[config.mk]
export PLATFORM = sky130hd
export DESIGN_NAME = sparse_pp_accumulator
export DESIGN_NICKNAME = d
export VERILOG_FILES = /design/src/rtl/sparse_pp_accumulator.sv
export SDC_FILE = /design/constraint.sdc
export NUM_CORES = 1
export LEC_CHECK = 0
export ABC_AREA = 0
export BUFFER_PORTS_ARGS = -buffer_cell sky130_fd_sc_hd__clkbuf_2
export CORE_MARGIN = 3
export CORE_UTILIZATION = 59
export DETAILED_ROUTE_END_ITERATION = 8
export MAX_ROUTING_LAYER = met4
export PLACE_DENSITY = 0.86
export REMOVE_ABC_BUFFERS = 1
export SLEW_MARGIN = 15
export SYNTH_ARGS = -nofsm -noshare
export SYNTH_HDL_FRONTEND = slang
export SYNTH_SLANG_ARGS = --single-unit
export TNS_END_PERCENT = 20
[constraint.sdc]
create_clock -name clk -period 3.9 [get_ports clk]
set_input_delay 0.39 -clock clk [delete_from_list [all_inputs] [get_ports clk]]
set_output_delay 0.39 -clock clk [all_outputs]
set_load 0.005 [all_outputs]
[src/rtl/sparse_pp_accumulator.sv]
// Sums sparse Booth partial products into a signed product. One beat per cycle; result valid the cycle after the last beat.
// Beats stall on pp_valid=0. The result is held in DONE until res_ready; start is accepted only in IDLE.
module sparse_pp_accumulator #(
    parameter int B_W   = 8,
    parameter int ACC_W = 16
) (
    input  logic             clk,
    input  logic             rst_n,
    input  logic             start,
    output logic             start_ready,
    input  logic [B_W-1:0]   operand_b,
    input  logic [2:0]       cal_cycle,
    input  logic             pp_valid,
    input  logic [1:0]       pp_index,
    input  logic [1:0]       pp_pos,
    output logic             busy,
    output logic             res_valid,
    input  logic             res_ready,
    output logic [ACC_W-1:0] result
);

    typedef enum logic [1:0] {IDLE, ACCUM, DONE} state_t;

    state_t                  state, state_next;
    logic [ACC_W-1:0]        acc;
    logic [ACC_W-1:0]        acc_sum;
    logic [2:0]              cnt;
    logic [2:0]              cal_clamped;
    logic [B_W-1:0]          b_reg;
    logic signed [B_W+1:0]   b_ext;
    logic signed [B_W+1:0]   pp;
    logic [ACC_W-1:0]        pp_ext;
    logic [ACC_W-1:0]        pp_shift;

    // Two guard bits let -2B of the most negative B stay exact.
    always_comb begin
        b_ext = {{2{b_reg[B_W-1]}}, b_reg};
        pp    = '0;
        case (pp_index)
            2'b00: pp = -(b_ext <<< 1);
            2'b01: pp = b_ext;
            2'b10: pp = b_ext <<< 1;
            2'b11: pp = -b_ext;
            default: pp = '0;
        endcase
        pp_ext      = {{(ACC_W-B_W-2){pp[B_W+1]}}, pp};
        pp_shift    = pp_ext << {pp_pos, 1'b0};
        acc_sum     = acc + pp_shift;
        cal_clamped = (cal_cycle > 3'd4) ? 3'd4 : cal_cycle;
    end

    always_comb begin
        state_next = state;
        case (state)
            IDLE:    if (start) state_next = (cal_clamped == 3'd0) ? DONE : ACCUM;
            ACCUM:   if (pp_valid && cnt == 3'd1) state_next = DONE;
            DONE:    if (res_ready) state_next = IDLE;
            default: state_next = IDLE;
        endcase
    end

    always_ff @(posedge clk) begin
        if (!rst_n) state <= IDLE;
        else        state <= state_next;
    end

    always_ff @(posedge clk) begin
        if (!rst_n) begin
            acc    <= '0;
            cnt    <= '0;
            b_reg  <= '0;
            result <= '0;
        end else begin
            case (state)
                IDLE: begin
                    if (start) begin
                        b_reg <= operand_b;
                        cnt   <= cal_clamped;
                        acc   <= '0;
                        if (cal_clamped == 3'd0) result <= '0;
                    end
                end
                ACCUM: begin
                    if (pp_valid) begin
                        acc <= acc_sum;
                        cnt <= cnt - 3'd1;
                        if (cnt == 3'd1) result <= acc_sum;
                    end
                end
                DONE: begin
                    if (res_ready) acc <= '0;
                end
                default: ;
            endcase
        end
    end

    assign start_ready = (state == IDLE);
    assign busy        = (state == ACCUM) || (state == DONE);
    assign res_valid   = (state == DONE);

endmodule

==> results of run 1 <==
==> cells by family (layout without fill, tap and decap cells) <==
kind of cell / Yosys count / after routing / synth area share
adders and majority gates: 25 / 25 / 0.0937
buffers and inverters: 49 / 70 / 0.0567
AOI/OAI and AO/OA: 126 / 126 / 0.266
muxes: 16 / 16 / 0.0469
and+or+nand+nor: 150 / 150 / 0.223
DFF: 45 / 45 / 0.264
xor gates and xnor gates: 18 / 18 / 0.0501
==> per-layer routing <==
metal	GRT usage	routed length (um)
met1	0.322	3540
met2	0.446	4160
met3	0.0325	450
met4	0.128	204
met5	-	0
==> final cells by class <==
class	instances	area, um^2	share of cell area
clock buffers	7	96.3	0.0256
clock inverters	1	8.76	0.00233
inverters	21	78.8	0.0210
multi-input cells	335	2370	0.631
flip-flops and latches	45	902	0.240
well taps	72	90.1	0.0239
repair buffers	41	213	0.0565
==> metrics by stage <==
step           cell area [um^2]  total power, mW  instances  hold slack (ps)
4_1_cts                    3710             2.11        522              313
3_5_place_dp               3610             1.77        514              451
6_report                   3760             2.16        522              320
5_1_grt                    3760             2.32        522              323
3_3_place_gp               3610             1.73        514              443
2_1_floorplan              3300             1.45        401              448
==> power by group through the flow <==
stage | clock, mW | combinational, mW | sequential, mW
finish | 0.337 | 1.23 | 0.594
global route | 0.361 | 1.35 | 0.605
CTS | 0.343 | 1.18 | 0.590
detailed placement | 0 | 1.17 | 0.600
global placement | 0 | 1.13 | 0.597
floorplan | 0 | 0.864 | 0.585
==> worst max path at each step <==
| stage | startpoint | to | slack [ps] | depth (start not counted) |
|---|---|---|---|---|
| finish | b_reg[1] | result[13] | 300 | 15 |
| global placement | b_reg[2] | result[14] | 340 | 12 |
| global route | b_reg[1] | acc[15] | 30 | 15 |
| CTS | b_reg[0] | result[14] | 210 | 12 |
| floorplan | b_reg[1] | acc[15] | 700 | 15 |
| detailed placement | b_reg[0] | result[14] | 230 | 12 |
==> cell usage in the layout (no fill, tap or decap), drive strengths merged, types with 4 or more instances in the layout <==
master,n
a31o,4
nor2,28
nor3,7
inv,21
or3,5
a211oi,6
a21oi,27
nand2,46
o21ai,18
clkbuf,45
a21boi,23
o211ai,6
dfxtp,45
nand3,29
xnor2,14
nor2b,6
and2,7
mux2i,16
o22ai,4
ha,24
a21o,7
==> worst max-delay path: stages, from the launching register on <==
cell and delay [ps]:
dfxtp_1 380, inv_1 100, ha_1 210, nor3b_4 270
nor2_1 80, xnor2_1 130, mux2i_1 200, mux2i_1 140
o22ai_1 270, ha_1 340, a21oi_1 170, nand2_1 110
o2111ai_1 330, a21oi_1 180, or3_1 320, a32o_1 250
==> results.py, run 1 <==
metrics = {
    "setup_path": {
        "worst-r2r-setup-slack_ps": 300,
        "worst-setup-path-type": "reg -> reg",
        "cp-start-kind": "flop",
        "arrival_ps": 3820,
        "rr_endpoint": "result[13]",
        "crit_path_max_fanout": 5,
        "crit_path_end_kind": "flop",
        "rr_worst_depth": 15,
        "worstPathRequired_ps": 4110,
        "r2r-start": "b_reg[1]",
    },
    "power": {
        "power.static_leakage_nw": 1.56,
        "p_sw_mw": 0.997,
        "internal_power_mw": 1.16,
        "ir_worst_vdd_mv": 0.294,
        "p_per_area_mw_per_mm2": 573,
        "clkPwrFrac": 0.156,
        "power_switching_share": 0.462,
        "comb_power_share": 0.569,
        "seqPwrFrac": 0.275,
    },
    "clocking": {
        "htreeDepth": 2,
        "clockBufferDepth": 2,
        "cts_made_buffers": 5,
        "root_buffer": "clkbuf_8",
        "clkSinkCount": 45,
        "cts-resized-gates": 0,
        "post-cts-setup-buffers": 0,
        "tritoncts": "done",
        "cts_hold_buffers": 0,
        "clk_latency_ps": 310,
        "cts.reportedPaths.clkPinSlew_ps": 90,
    },
    "synth": {
        "synth_area_mm2": 0.00342,
        "yosysSeqAreaShare": 0.264,
        "ys_ff_latch": 45,
        "async_reset_ff_frac": 0,
        "synth-main-ff-cell": "dfxtp_1",
        "yosysWarningCount": 0,
        "synth_edf_count": 0,
        "synthTopCellsByArea": "dfxtp_1 (26%), ha_1 (8.8%), nand2_1 (5.1%)",
        "synth_top_area_share": 0.264,
        "yosys-top-cells-count": "nand2_1 (46), dfxtp_1 (45), nand3_1 (29), nor2_1 (28), a21oi_1 (26)",
        "synth_cell_type_count": 68,
        "syn_inst": 429,
        "yosysMostFrequentCell": "nand2_1",
        "synth_area_leader_cell": "dfxtp_1",
        "avgSynthCellArea_um2": 7.97,
    },
    "min_path": {
        "hold-path-endpoint": "b_reg[3]",
        "min_path_cells": 3,
        "holdCritPathClass": "in -> reg",
        "hold_start": "operand_b[3]",
    },
    "sta": {
        "rsz0062_at_grt": "no",
        "setup_violations": 0,
        "setup_ws_ps": 297,
        "final-hold-violation-count": 0,
        "max_freq_mhz": 278,
        "fin_crit_ps": 3600,
        "finalMaxSlewViolations": 0,
        "finalSetupTns_ps": 0,
        "slew_headroom": 0.417,
        "skew_ps": 9.68,
        "fin_crit_sh": 0.924,
        "tightest_slew_ps": 874,
    },
    "global_routing": {
        "antenna_found_initial": 0,
        "grt_max_degree": 50,
        "overflow": 0,
        "track_usage": 0.268,
        "grt_pass1_vias": 2991,
        "grt_pass1_wl_um": 13500,
    },
    "placement": {
        "place_ws_ps": 230,
        "portBuffers": 38,
        "gp_congestion": 0.862,
        "hpwl_um": 6110,
    },
    "layout": {
        "n_antenna_cell": 0,
        "final_core_util": 0.679,
        "fill_cells": 473,
        "nNetsFinal": 494,
        "areaGrowthSynthToFinish_pct": 10.1,
        "drive_above_1_share": 0.158,
    },
    "routing": {
        "vias_per_cell": 6.13,
        "drtIter0Drc": 260,
        "vias": 3199,
        "drcViolationCount": 0,
        "drt.antenna.violating_nets": 0,
        "firstDrtPassIters": 4,
        "routedWlPerCell_um": 16.0,
        "wl_um": 8350,
    },
    "floorplanning": {
        "fp-row-count": 27,
        "core_area_mm2": 0.00554,
        "pin_count": 39,
        "start_util": 0.617,
        "die_x_um": 82.1,
        "die_area_mm2": 0.00674,
        "fp.dieH_um": 82.1,
    },
    "status": {
        "outcome": "complete, no violations",
    },
    "job": {
        "maxCapViolCount": 0,
    },
}
No activity file was read; power rests on OpenSTA's default activity.
==> run 2, diff against run 1 <==
- MAX_ROUTING_LAYER: met4 -> default
==> run 2 against run 1 <==
  * Combinational power hardly changed
  * Clock-buffer cell count is 1 lower
  * Cell count stayed put
  * Critical path type unchanged
  * Largest cell class unchanged
  * Sequential share of layout area is 0.12 points lower
  * Via count is 0.13% lower
  * Core utilization is 0.25 points higher
  * Die area stayed put
==> results.py, run 2 (synthesis results as in run 1) <==
metrics = {
    "status": {
        "outcome": "complete, no violations",
    },
    "power": {
        "p_per_area_mw_per_mm2": 579,
        "power.total_mw": 2.19,
        "comb_power_share": 0.555,
        "internal_power_mw": 1.20,
        "ir_worst_vdd_mv": 0.280,
        "power.static_leakage_nw": 1.56,
        "p_sw_mw": 0.986,
        "clkPwrFrac": 0.172,
        "power_switching_share": 0.451,
        "seqPwrFrac": 0.273,
    },
    "sta": {
        "fin_crit_ps": 3630,
        "slew_headroom": 0.441,
        "hold_ws_ps": 322,
        "setup_violations": 0,
        "skew_ps": 8.88,
        "fin_crit_sh": 0.930,
        "final-hold-violation-count": 0,
        "max_freq_mhz": 276,
        "tightest_slew_ps": 839,
        "finalMaxSlewViolations": 0,
        "setup_ws_ps": 272,
    },
    "global_routing": {
        "grt_pass1_wl_um": 13400,
        "grt_max_degree": 50,
        "overflow": 0,
        "track_usage": 0.252,
        "grt_pass1_vias": 2966,
        "antenna_found_initial": 0,
    },
    "layout": {
        "final_cell_mix": "nand2_1 (46), dfxtp_1 (45), clkbuf_2 (38), nand3_1 (29), nor2_1 (27)",
        "final_core_util": 0.682,
        "fin_area_mm2": 0.00378,
        "multi_input_area_mm2": 0.00237,
        "fill_cells": 472,
        "layout_commonest_cell": "nand2_1",
        "nNetsFinal": 494,
        "seqCellArea_um2": 901,
        "areaGrowthSynthToFinish_pct": 10.5,
        "drive_above_1_share": 0.156,
        "n_antenna_cell": 0,
    },
    "setup_path": {
        "crit_path_max_fanout": 8,
        "slowest_stage": "dfxtp_1",
        "crit_family": "compound AO/OA/AOI/OAI gates",
        "crit_path_end_kind": "flop",
        "cp-start-kind": "flop",
        "worst-setup-path-type": "reg -> reg",
        "crit_buf_inv": 0,
        "arrival_ps": 3830,
        "crit_chain": "nor4_4 -> nand2_1 -> mux2i_1 -> a221oi_2 -> mux2i_1 -> a21oi_1 -> ha_1 -> a21o_1 -> a21o_1 -> a2111oi_4 -> nor2_1 -> o311ai_0",
        "max_stage_delay_ps": 440,
        "worstPathRequired_ps": 4100,
    },
    "clocking": {
        "cts.reportedPaths.clkPinSlew_ps": 90,
        "clk_latency_ps": 310,
        "cts-resized-gates": 0,
        "clkSinkCount": 45,
        "post-cts-setup-buffers": 0,
        "htreeDepth": 2,
        "root_buffer": "clkbuf_8",
        "cts_hold_buffers": 0,
        "cts_made_buffers": 5,
        "tritoncts": "done",
        "clockBufferDepth": 2,
    },
    "routing": {
        "vias": 3195,
        "firstDrtPassIters": 5,
        "drtIter0Drc": 253,
        "drt.antenna.violating_nets": 0,
        "drcViolationCount": 0,
        "vias_per_cell": 6.12,
        "routedWlPerCell_um": 16.0,
        "wl_um": 8370,
    },
    "floorplanning": {
        "fp.dieH_um": 82.1,
        "pin_count": 39,
        "die_x_um": 82.1,
        "die_area_mm2": 0.00674,
        "start_util": 0.617,
        "core_area_mm2": 0.00554,
        "fp-row-count": 27,
    },
    "min_path": {
        "holdCritPathClass": "in -> reg",
    },
    "job": {
        "maxCapViolCount": 0,
    },
    "placement": {
        "hpwl_um": 6070,
        "place_ws_ps": 124,
        "gp_congestion": 0.879,
        "dpl_cell_area_mm2": 0.00361,
        "portBuffers": 38,
    },
}
[run 2: cell types whose count changed in the layout (fill, tap and decap cells not counted), sizes merged]
| cell | change |
|---|---|
| bufinv | +1 |
| clkbuf | -1 |
| clkinvlp | +1 |
| inv | -1 |
[run 2: tightest hold or removal path: cells and delay by family]
kind                   cells  cell delay, ps
buffers and inverters      1              80
AOI/OAI and AO/OA          1              60
and+or+nand+nor            1              50
[run 2: area by class of cell]
| cell class | count | area share |
|---|---|---|
| Multi-Input combinational cell | 335 | 0.629 |
| Timing Repair Buffer | 41 | 0.0563 |
| Clock inverter | 2 | 0.00994 |
| Tap cell | 72 | 0.0239 |
| Inverter | 21 | 0.0209 |
| Sequential cell | 45 | 0.239 |
| Clock buffer | 6 | 0.0219 |
[run 2: per-stage QoR]
step           TNS (ps)  cells
2_1_floorplan         0    401
3_3_place_gp          0    514
3_5_place_dp          0    514
4_1_cts               0    522
5_1_grt           -35.7    522
6_report              0    522
[run 2: path summary, 6_finish.rpt]
check                                   from    endpoint  slack (ps)  cells past startpoint
worst min register to register     result[9]   result[9]         470                      2
worst max-delay path                b_reg[2]  result[14]         270                     12
worst max register to register      b_reg[2]  result[14]         270                     12
worst min-delay path            operand_b[2]    b_reg[2]         320                      3
[run 2: per-layer routing]
metal	track usage	up-vias	wire length, um
met3	0.0369	11	409
met5	0	-	0
met2	0.451	82	4160
li1	-	1601	-
met1	0.312	1501	3660
met4	0.0731	0	138
[run 2: power by group through the flow]
stage	sequential [mW]	clock, mW	combinational [mW]
2_1_floorplan	0.585	0	0.864
3_3_place_gp	0.597	0	1.13
3_5_place_dp	0.602	0	1.17
4_1_cts	0.593	0.380	1.17
5_1_grt	0.607	0.404	1.33
6_report	0.597	0.377	1.21
